===== config.mk =====
export PLATFORM = sky130hd
export DESIGN_NAME = controle_es
export DESIGN_NICKNAME = d
export VERILOG_FILES = /design/src/rtl/controle_es.sv
export SDC_FILE = /design/constraint.sdc
export NUM_CORES = 1
export LEC_CHECK = 0
export CAP_MARGIN = 40
export CORE_ASPECT_RATIO = 0.7
export CORE_UTILIZATION = 25
export DETAILED_ROUTE_END_ITERATION = 10
export PLACE_DENSITY = 0.58
export SYNTH_ARGS = -nofsm -noshare
export SYNTH_HDL_FRONTEND = slang
export SYNTH_SLANG_ARGS = --single-unit

===== constraint.sdc =====
create_clock -name clock -period 2.1 [get_ports clock]
set_input_delay 0.63 -clock clock [delete_from_list [all_inputs] [get_ports clock]]
set_output_delay 0.63 -clock clock [all_outputs]
set_load 0.005 [all_outputs]

===== src/rtl/controle_es.sv =====
`default_nettype none
// ============================================================================
//  Module      : controle_es
//  Description : Sequential I/O and halt controller for the single-cycle
//                core. Stalls the PC on `in` and HALT until a debounced
//                operator button press, latches the switches for the `in`
//                write-back and registers the `out` display value.
//                Optional debounce counter: define CONTROLE_ES_DEBOUNCE_EN.
//  Revision    : 1.0 - initial release
// ============================================================================
module controle_es #(
  parameter int LARGURA         = 32,
  parameter int LARGURA_CHAVES  = 16,
  parameter int DEBOUNCE_CICLOS = 4
) (
  input  logic                      clock,
  input  logic                      reset,
  input  logic [5:0]                opcode,
  input  logic                      botao,
  input  logic [LARGURA_CHAVES-1:0] chaves,
  input  logic [LARGURA-1:0]        dado_saida,
  output logic                      pc_enable,
  output logic                      escreve_in,
  output logic [LARGURA-1:0]        dado_entrada,
  output logic [LARGURA-1:0]        display,
  output logic                      halt_led
);

  localparam logic [5:0] OP_IN   = 6'b000111;
  localparam logic [5:0] OP_HALT = 6'b111110;
  localparam logic [5:0] OP_OUT  = 6'b111000;

  localparam logic [1:0] EXEC        = 2'd0;
  localparam logic [1:0] ESPERA_IN   = 2'd1;
  localparam logic [1:0] ESPERA_HALT = 2'd2;
  localparam logic [1:0] LIBERA      = 2'd3;

  // --------------------------------------------------------------------------
  // Button conditioning
  // --------------------------------------------------------------------------
  logic sinc_a;
  logic sinc_b;
  logic valido_a;
  logic valido_b;
  logic nivel;
  logic nivel_ant;
  logic armado;
  logic pressiona;

  // Two-flop synchronizer plus a matching validity pipe that marks when the
  // synchronized value reflects the real button again after reset.
  always_ff @(posedge clock) begin
    if (!reset) begin
      sinc_a   <= 1'b0;
      sinc_b   <= 1'b0;
      valido_a <= 1'b0;
      valido_b <= 1'b0;
    end else begin
      sinc_a   <= botao;
      sinc_b   <= sinc_a;
      valido_a <= 1'b1;
      valido_b <= valido_a;
    end
  end

`ifdef CONTROLE_ES_DEBOUNCE_EN
  localparam int CONT_W = (DEBOUNCE_CICLOS > 1) ? $clog2(DEBOUNCE_CICLOS) : 1;
  localparam logic [CONT_W-1:0] CONT_MAX = CONT_W'(DEBOUNCE_CICLOS - 1);

  logic [CONT_W-1:0] contagem;

  // Debouncer: the level rises once DEBOUNCE_CICLOS consecutive high samples
  // are seen; any low sample drops the level and restarts the count.
  always_ff @(posedge clock) begin
    if (!reset) begin
      contagem <= '0;
      nivel    <= 1'b0;
    end else if (!sinc_b) begin
      contagem <= '0;
      nivel    <= 1'b0;
    end else begin
      if (contagem != CONT_MAX) begin
        contagem <= contagem + 1'b1;
      end
      nivel <= (contagem == CONT_MAX);
    end
  end
`else
  // Without the counter the synchronized level is the debounced level.
  assign nivel = sinc_b;
`endif

  // Edge history and arming: a press only counts once the button has been
  // seen released after reset, so a button held through reset never fires.
  always_ff @(posedge clock) begin
    if (!reset) begin
      nivel_ant <= 1'b0;
      armado    <= 1'b0;
    end else begin
      nivel_ant <= nivel;
      if (valido_b && !sinc_b) begin
        armado <= 1'b1;
      end
    end
  end

  assign pressiona = nivel & ~nivel_ant & armado;

  // --------------------------------------------------------------------------
  // Switch zero-extension
  // --------------------------------------------------------------------------
  logic [LARGURA-1:0] chaves_ext;

  if (LARGURA > LARGURA_CHAVES) begin : g_ext_zero
    assign chaves_ext = {{(LARGURA - LARGURA_CHAVES){1'b0}}, chaves};
  end else begin : g_ext_direta
    assign chaves_ext = chaves;
  end

  // --------------------------------------------------------------------------
  // Control FSM
  // --------------------------------------------------------------------------
  logic [1:0] estado;
  logic [1:0] proximo;
  logic       veio_de_in;

  // State register.
  always_ff @(posedge clock) begin
    if (!reset) begin
      estado <= EXEC;
    end else begin
      estado <= proximo;
    end
  end

  // Next-state logic: wait states are left only on a press; opcode is
  // ignored there.
  always_comb begin
    proximo = estado;
    case (estado)
      EXEC: begin
        if (opcode == OP_IN) begin
          proximo = ESPERA_IN;
        end else if (opcode == OP_HALT) begin
          proximo = ESPERA_HALT;
        end
      end
      ESPERA_IN: begin
        if (pressiona) begin
          proximo = LIBERA;
        end
      end
      ESPERA_HALT: begin
        if (pressiona) begin
          proximo = LIBERA;
        end
      end
      LIBERA: begin
        proximo = EXEC;
      end
      default: begin
        proximo = EXEC;
      end
    endcase
  end

  // Output logic; all strobes are held low while reset is asserted.
  always_comb begin
    pc_enable  = 1'b0;
    halt_led   = 1'b0;
    escreve_in = 1'b0;
    if (reset) begin
      case (estado)
        EXEC: begin
          pc_enable = (opcode != OP_IN) && (opcode != OP_HALT);
        end
        ESPERA_IN, ESPERA_HALT: begin
          halt_led = 1'b1;
        end
        LIBERA: begin
          pc_enable  = 1'b1;
          escreve_in = veio_de_in;
        end
        default: begin
          pc_enable = 1'b0;
        end
      endcase
    end
  end

  // --------------------------------------------------------------------------
  // Datapath registers
  // --------------------------------------------------------------------------

  // Display register: loaded at the edge that ends an `out` cycle.
  always_ff @(posedge clock) begin
    if (!reset) begin
      display <= '0;
    end else if ((estado == EXEC) && (opcode == OP_OUT)) begin
      display <= dado_saida;
    end
  end

  // Switch latch and origin flag: the flag tells LIBERA whether the
  // completed wait was an `in` (write-back) or a HALT (no write-back).
  always_ff @(posedge clock) begin
    if (!reset) begin
      dado_entrada <= '0;
      veio_de_in   <= 1'b0;
    end else if ((estado == ESPERA_IN) && pressiona) begin
      dado_entrada <= chaves_ext;
      veio_de_in   <= 1'b1;
    end else if ((estado == ESPERA_HALT) && pressiona) begin
      veio_de_in   <= 1'b0;
    end
  end

endmodule
`default_nettype wire


Yosys cells after proc, flatten, opt, wreduce, memory -nomap -nowiden
Cells that the tools add are included.

word-level totals
  word-level logic and storage cells = 46
  output and inout port bits = 67
  register bits = 57

operators by class
  equal/unequal tests = 10
  muxes and demuxes = 13
  bitwise operators = 3
  reductions and logical operators = 10

operator list
  operator                                             count
  equality test 6 bit, second input constant           2
  two-way mux 1 bit                                    8
  equality test 6 x 3 -> 1 bit, second input constant  1
  two-way mux 2 bit                                    3
  != test 6 x 3 -> 1 bit, second input constant        1
  != test 6 bit, second input constant                 1
  case mux 2 bit (3 select lines)                      1
  logical AND 1 bit                                    5
  equality test 2 bit, second input constant           2
  != test 3 bit, second input constant                 1
  AND 1 bit                                            2
  equality test 2 x 1 -> 1 bit, second input constant  1
  logical NOT 2 bit                                    1
  != test 2 x 1 -> 1 bit, second input constant        1
  case mux 1 bit (2 select lines)                      1
  AND reduction 2 bit                                  1
  nonzero test 2 bit                                   1
  OR reduction 2 bit                                   1
  logical NOT 1 bit                                    1
  NOT 1 bit                                            1

Longest topological paths before layout
  depth in word-level cells = 6
  gate-level depth with buffers = 7
  mapped depth without buffers = 6

Least setup slack after synthesis
Ideal clock, no wire load.

  kind = input-to-output
  from = input port opcode[3]
  to = output port pc_enable
  slack = 0.002 ns
  buffers on the path = 0
  arrival = 1.468 ns
  cell stages on the path = 3
  cells stage by stage = or4b_4 > a31oi_2 > a21oi_1

on the way
  cells in the longest elaborated chain, start to end = 4
  elaborated cells on any way between the ends = 5
  classes of those cells = 2 x eq/ne; 2 x mux; 1 x reduce/logical

ends and longest elaborated chain
  item                                                     line  text
  from (decl)                                              18    input logic [5:0] opcode,
  != test 6 x 3 -> 1 bit or != test 6 bit (tied branches)  175   pc_enable = (opcode != OP_IN) && (opcode != OP_HALT);
  logical AND 1 bit *                                      175
  case mux 1 bit (2 select lines) *                        173   case (estado)
  two-way mux 1 bit *                                      172   if (reset) begin
  to (decl)                                                22    output logic pc_enable,

Every way passes the cells marked *; elsewhere a longest branch is shown, timed or not.

Final worst setup path
  from = input port opcode[5]
  to = output port pc_enable

Same word-level chain as after synthesis.

==> key figures <==
Global routing
  – Total grt overflow: 0
  – First-pass GRT wire length: 9610 µm
  – Initial antenna violation count: 0
  – Total track usage: 12.5%
  – Largest net degree at the start of global routing: 39
  – Vias in the first global route: 2061

Timing
  – Count of final setup violators: 1
  – RSZ-0062 raised after global routing: true
  – Final min period: 2.27 ns
  – Fmax: 441 MHz
  – Slew HR: 61.6%
  – Fin. max-slew vios: 0
  – Min setup slack post-route: -0.165 ns
  – Tcrit/Tclk final: 108%
  – Hold Fails Final Rpt: 0
  – Worst Clk Skew: 0.00319 ns
  – Slew @ Worst Pin: 0.576 ns
  – Worst hold margin: 0.428 ns

Route
  – DRT iter0 DRCs: 77
  – Vias: 2115
  – Antenna Violating Nets Remaining: 0
  – Pre-antenna DRT Iters: 3
  – Routed wire per std cell: 11.3 µm
  – DRC viols: 0
  – Via-to-Cell Ratio: 4.04
  – Drt total wl: 5890 µm

Die
  – Die ar.: 0.00991 mm²
  – I/O pins: 124
  – Row count: 29
  – Core region area: 0.00914 mm²
  – Die width: 119 µm
  – Initial Util: 26.0%
  – Die Y: 83.6 µm

Synthesis
  – Synthesized area: 0.00238 mm²
  – Count of different cell masters after synthesis: 27
  – Yosys reg bits: 57
  – Synth top area cells: dfxtp_1, nand2_1, a21boi_1
  – Largest area contributor in the netlist: dfxtp_1
  – Sequential share of the synthesized area: 48.0%
  – Async SR Flop Fraction: 0%
  – Mapped Cells: 273
  – Syn Area/Cell: 8.71 µm²
  – Post-synth EDFFs: 0
  – Top-area cell type share of the netlist area: 48.0%
  – Ys flop type: dfxtp_1
  – Syn. warnings: 0

Worst setup path
  – Worst setup SP type: primary input
  – Slowest CP cell: or4b_4
  – Delay-heaviest family, CP: simple AND/OR/NAND/NOR gates
  – CP Data Required Time: 1.47 ns
  – Crit path capture type: output port
  – Crit path max fanout: 2
  – Max incr delay on CP: 0.55 ns
  – Setup CP Type: in2out
  – Cell chain of the critical path: buf_6 > or4b_4 > a31oi_4 > a21oi_2 > buf_2
  – WP buf/inv: 2
  – Arrival time worst endpoint: 1.64 ns

Power and ir drop
  – Sequential Power Share: 41.6%
  – Leakage: 1.45 nW
  – Sw Share: 20.0%
  – Combinational share of power: 7.8%
  – Maximum vdd drop: 0.422 mV
  – Clk pwr share: 50.6%
  – Internal power: 2.11 mW
  – Switching Power: 529 µW
  – PwrDens: 679 mW/mm²

Clock tree
  – Sink Count: 57
  – Worst-skew pair later-pin latency: 0.32 ns
  – Hold-fix buffers, CTS: 0
  – Root buf cell: clkbuf_16
  – CTS tree: built
  – Clock H-tree levels: 3
  – Clk slew on worst S/H paths: 0.05 ns
  – TritonCTS buffer count: 9
  – Max clock buf depth: 2

Place
  – Routability cong.: 0.695
  – # port buffers: 107
  – HPWL after detailed placement: 4270 µm

Run
  – Max Cap Viol: 0

Final layout
  – # nets final: 456
  – Layout cell share with drive strength beyond 1: 12.5%
  – Final Util: 42.6%
  – Ant. Diodes: 0
  – Area grow syn2layout: 63.8%
  – Fillers: 917

Status
  – Failing checks: negative setup slack
  – Outcome: complete, but fails checks

Worst hold path
  – Hold WC Path Type: reg2reg
[worst register-to-register path, cell delays in order (launching register included)]
cell,delay (ns)
dfxtp_2,0.31
inv_1,0.07
ha_1,0.17
buf_4,0.16
or4b_1,0.48
buf_4,0.23
nand2_1,0.10
a21boi_1,0.06
[power by group through the flow]
stage	clock, mW	sequential (mW)	combinational [mW]
after global routing	1.43	1.10	0.225
final	1.34	1.10	0.207
after CTS	1.38	1.10	0.209
after floorplan	0	1.12	0.0797
after global placement	0	1.12	0.209
after detailed placement	0	1.12	0.210
[path summary, 6_finish.rpt]
kind,start,to,slack [ns],cells past startpoint
worst max-delay path,opcode[5],pc_enable,-0.17,5
worst min-delay path,sinc_a,nivel,0.43,1
worst max register to register,estado[1],display[25],0.41,7
worst min register to register,sinc_a,nivel,0.43,1
[stage by stage]
step	std cells	worst slack [ns]	setup TNS, ns	cell area, µm²	total power [mW]
after floorplan	288	0.00165	0	2430	1.20
after global placement	508	-0.862	-13.66	3620	1.33
after detailed placement	508	-0.857	-14.42	3620	1.33
after CTS	523	-0.157	-0.157	3890	2.69
after global routing	523	-0.191	-0.191	3890	2.75
final	523	-0.165	-0.165	3890	2.64
[final cells by class]
| type | count | area, µm² | share of cell area (%) |
|---|---|---|---|
| timing repair buffer | 128 | 1210 | 31.1 |
| inverter | 4 | 15.0 | 0.386 |
| tap | 124 | 155 | 3.98 |
| clock buffer | 12 | 267 | 6.84 |
| multi-input combinational | 195 | 1090 | 28.0 |
| clock inverter | 3 | 15.0 | 0.386 |
| sequential | 57 | 1140 | 29.3 |
[state kept, by name, summed over array words and instances (netlist names)]
signal / count
sinc_a: 1
armado: 1
veio_de_in: 1
valido_b: 1
valido_a: 1
display: 32
nivel: 1
nivel_ant: 1
estado: 2
dado_entrada: 16
[cells in the mapped netlist, drive strengths merged, types with 2 or more instances]
cell	count
dfxtp	57
mux2i	2
clkbuf	7
buf	25
or4b	2
a21oi	2
nand2	102
and2	6
nor2b	2
ha	4
inv	4
a21boi	49
[cells by family after synthesis]
group	count (synthesis)	synth area share, %
mux	2	0.842
buf+inv	36	9.47
other cells	1	0.158
flops	57	48.0
fa+ha+maj	4	2.11
compound gates	56	17.7
simple gates	117	21.7
[placed cells by master, fill, tap and decap left out]
| master | n |
|---|---|
| or4b_1 | 1 |
| conb_1 | 16 |
| nand3_1 | 1 |
| o21a_1 | 1 |
| buf_2 | 6 |
| and3_1 | 1 |
| nand4b_4 | 1 |
| and2_1 | 6 |
| or4b_4 | 1 |
| clkdlybuf4s50_1 | 99 |
| dfxtp_1 | 56 |
| clkbuf_8 | 3 |
| nor4b_4 | 1 |
| o221ai_1 | 1 |
| nand2_1 | 102 |
| dlygate4sd2_1 | 1 |
| buf_4 | 20 |
| a21boi_1 | 31 |
| buf_6 | 1 |
| clkbuf_16 | 9 |
| nor2b_1 | 2 |
| inv_1 | 4 |
| mux2i_1 | 2 |
| a21oi_1 | 1 |
| dfxtp_2 | 1 |
| a21oi_2 | 1 |
| o21ai_2 | 1 |
| o22ai_1 | 1 |
| clkinv_2 | 3 |
| and3b_1 | 1 |
| a31oi_4 | 1 |
| buf_12 | 1 |
| a21boi_0 | 18 |
| ha_1 | 4 |
[timing repair]
item,in CTS,in global routing
gates resized for setup,30,0
setup endpoints to repair,35,1
setup buffers,0,0
pin swaps,4,0
gates cloned,0,0
[per-layer routing]
layer | vias up | share of wire (%) | GRT usage [%]
li1 | 1092 | - | -
met1 | 952 | 48 | 15.0
met2 | 62 | 44 | 19.4
met3 | 9 | 7.1 | 6.08
met4 | 0 | 1.4 | 4.49
met5 | - | 0 | 0
No activity file was read; power rests on OpenSTA's default activity.
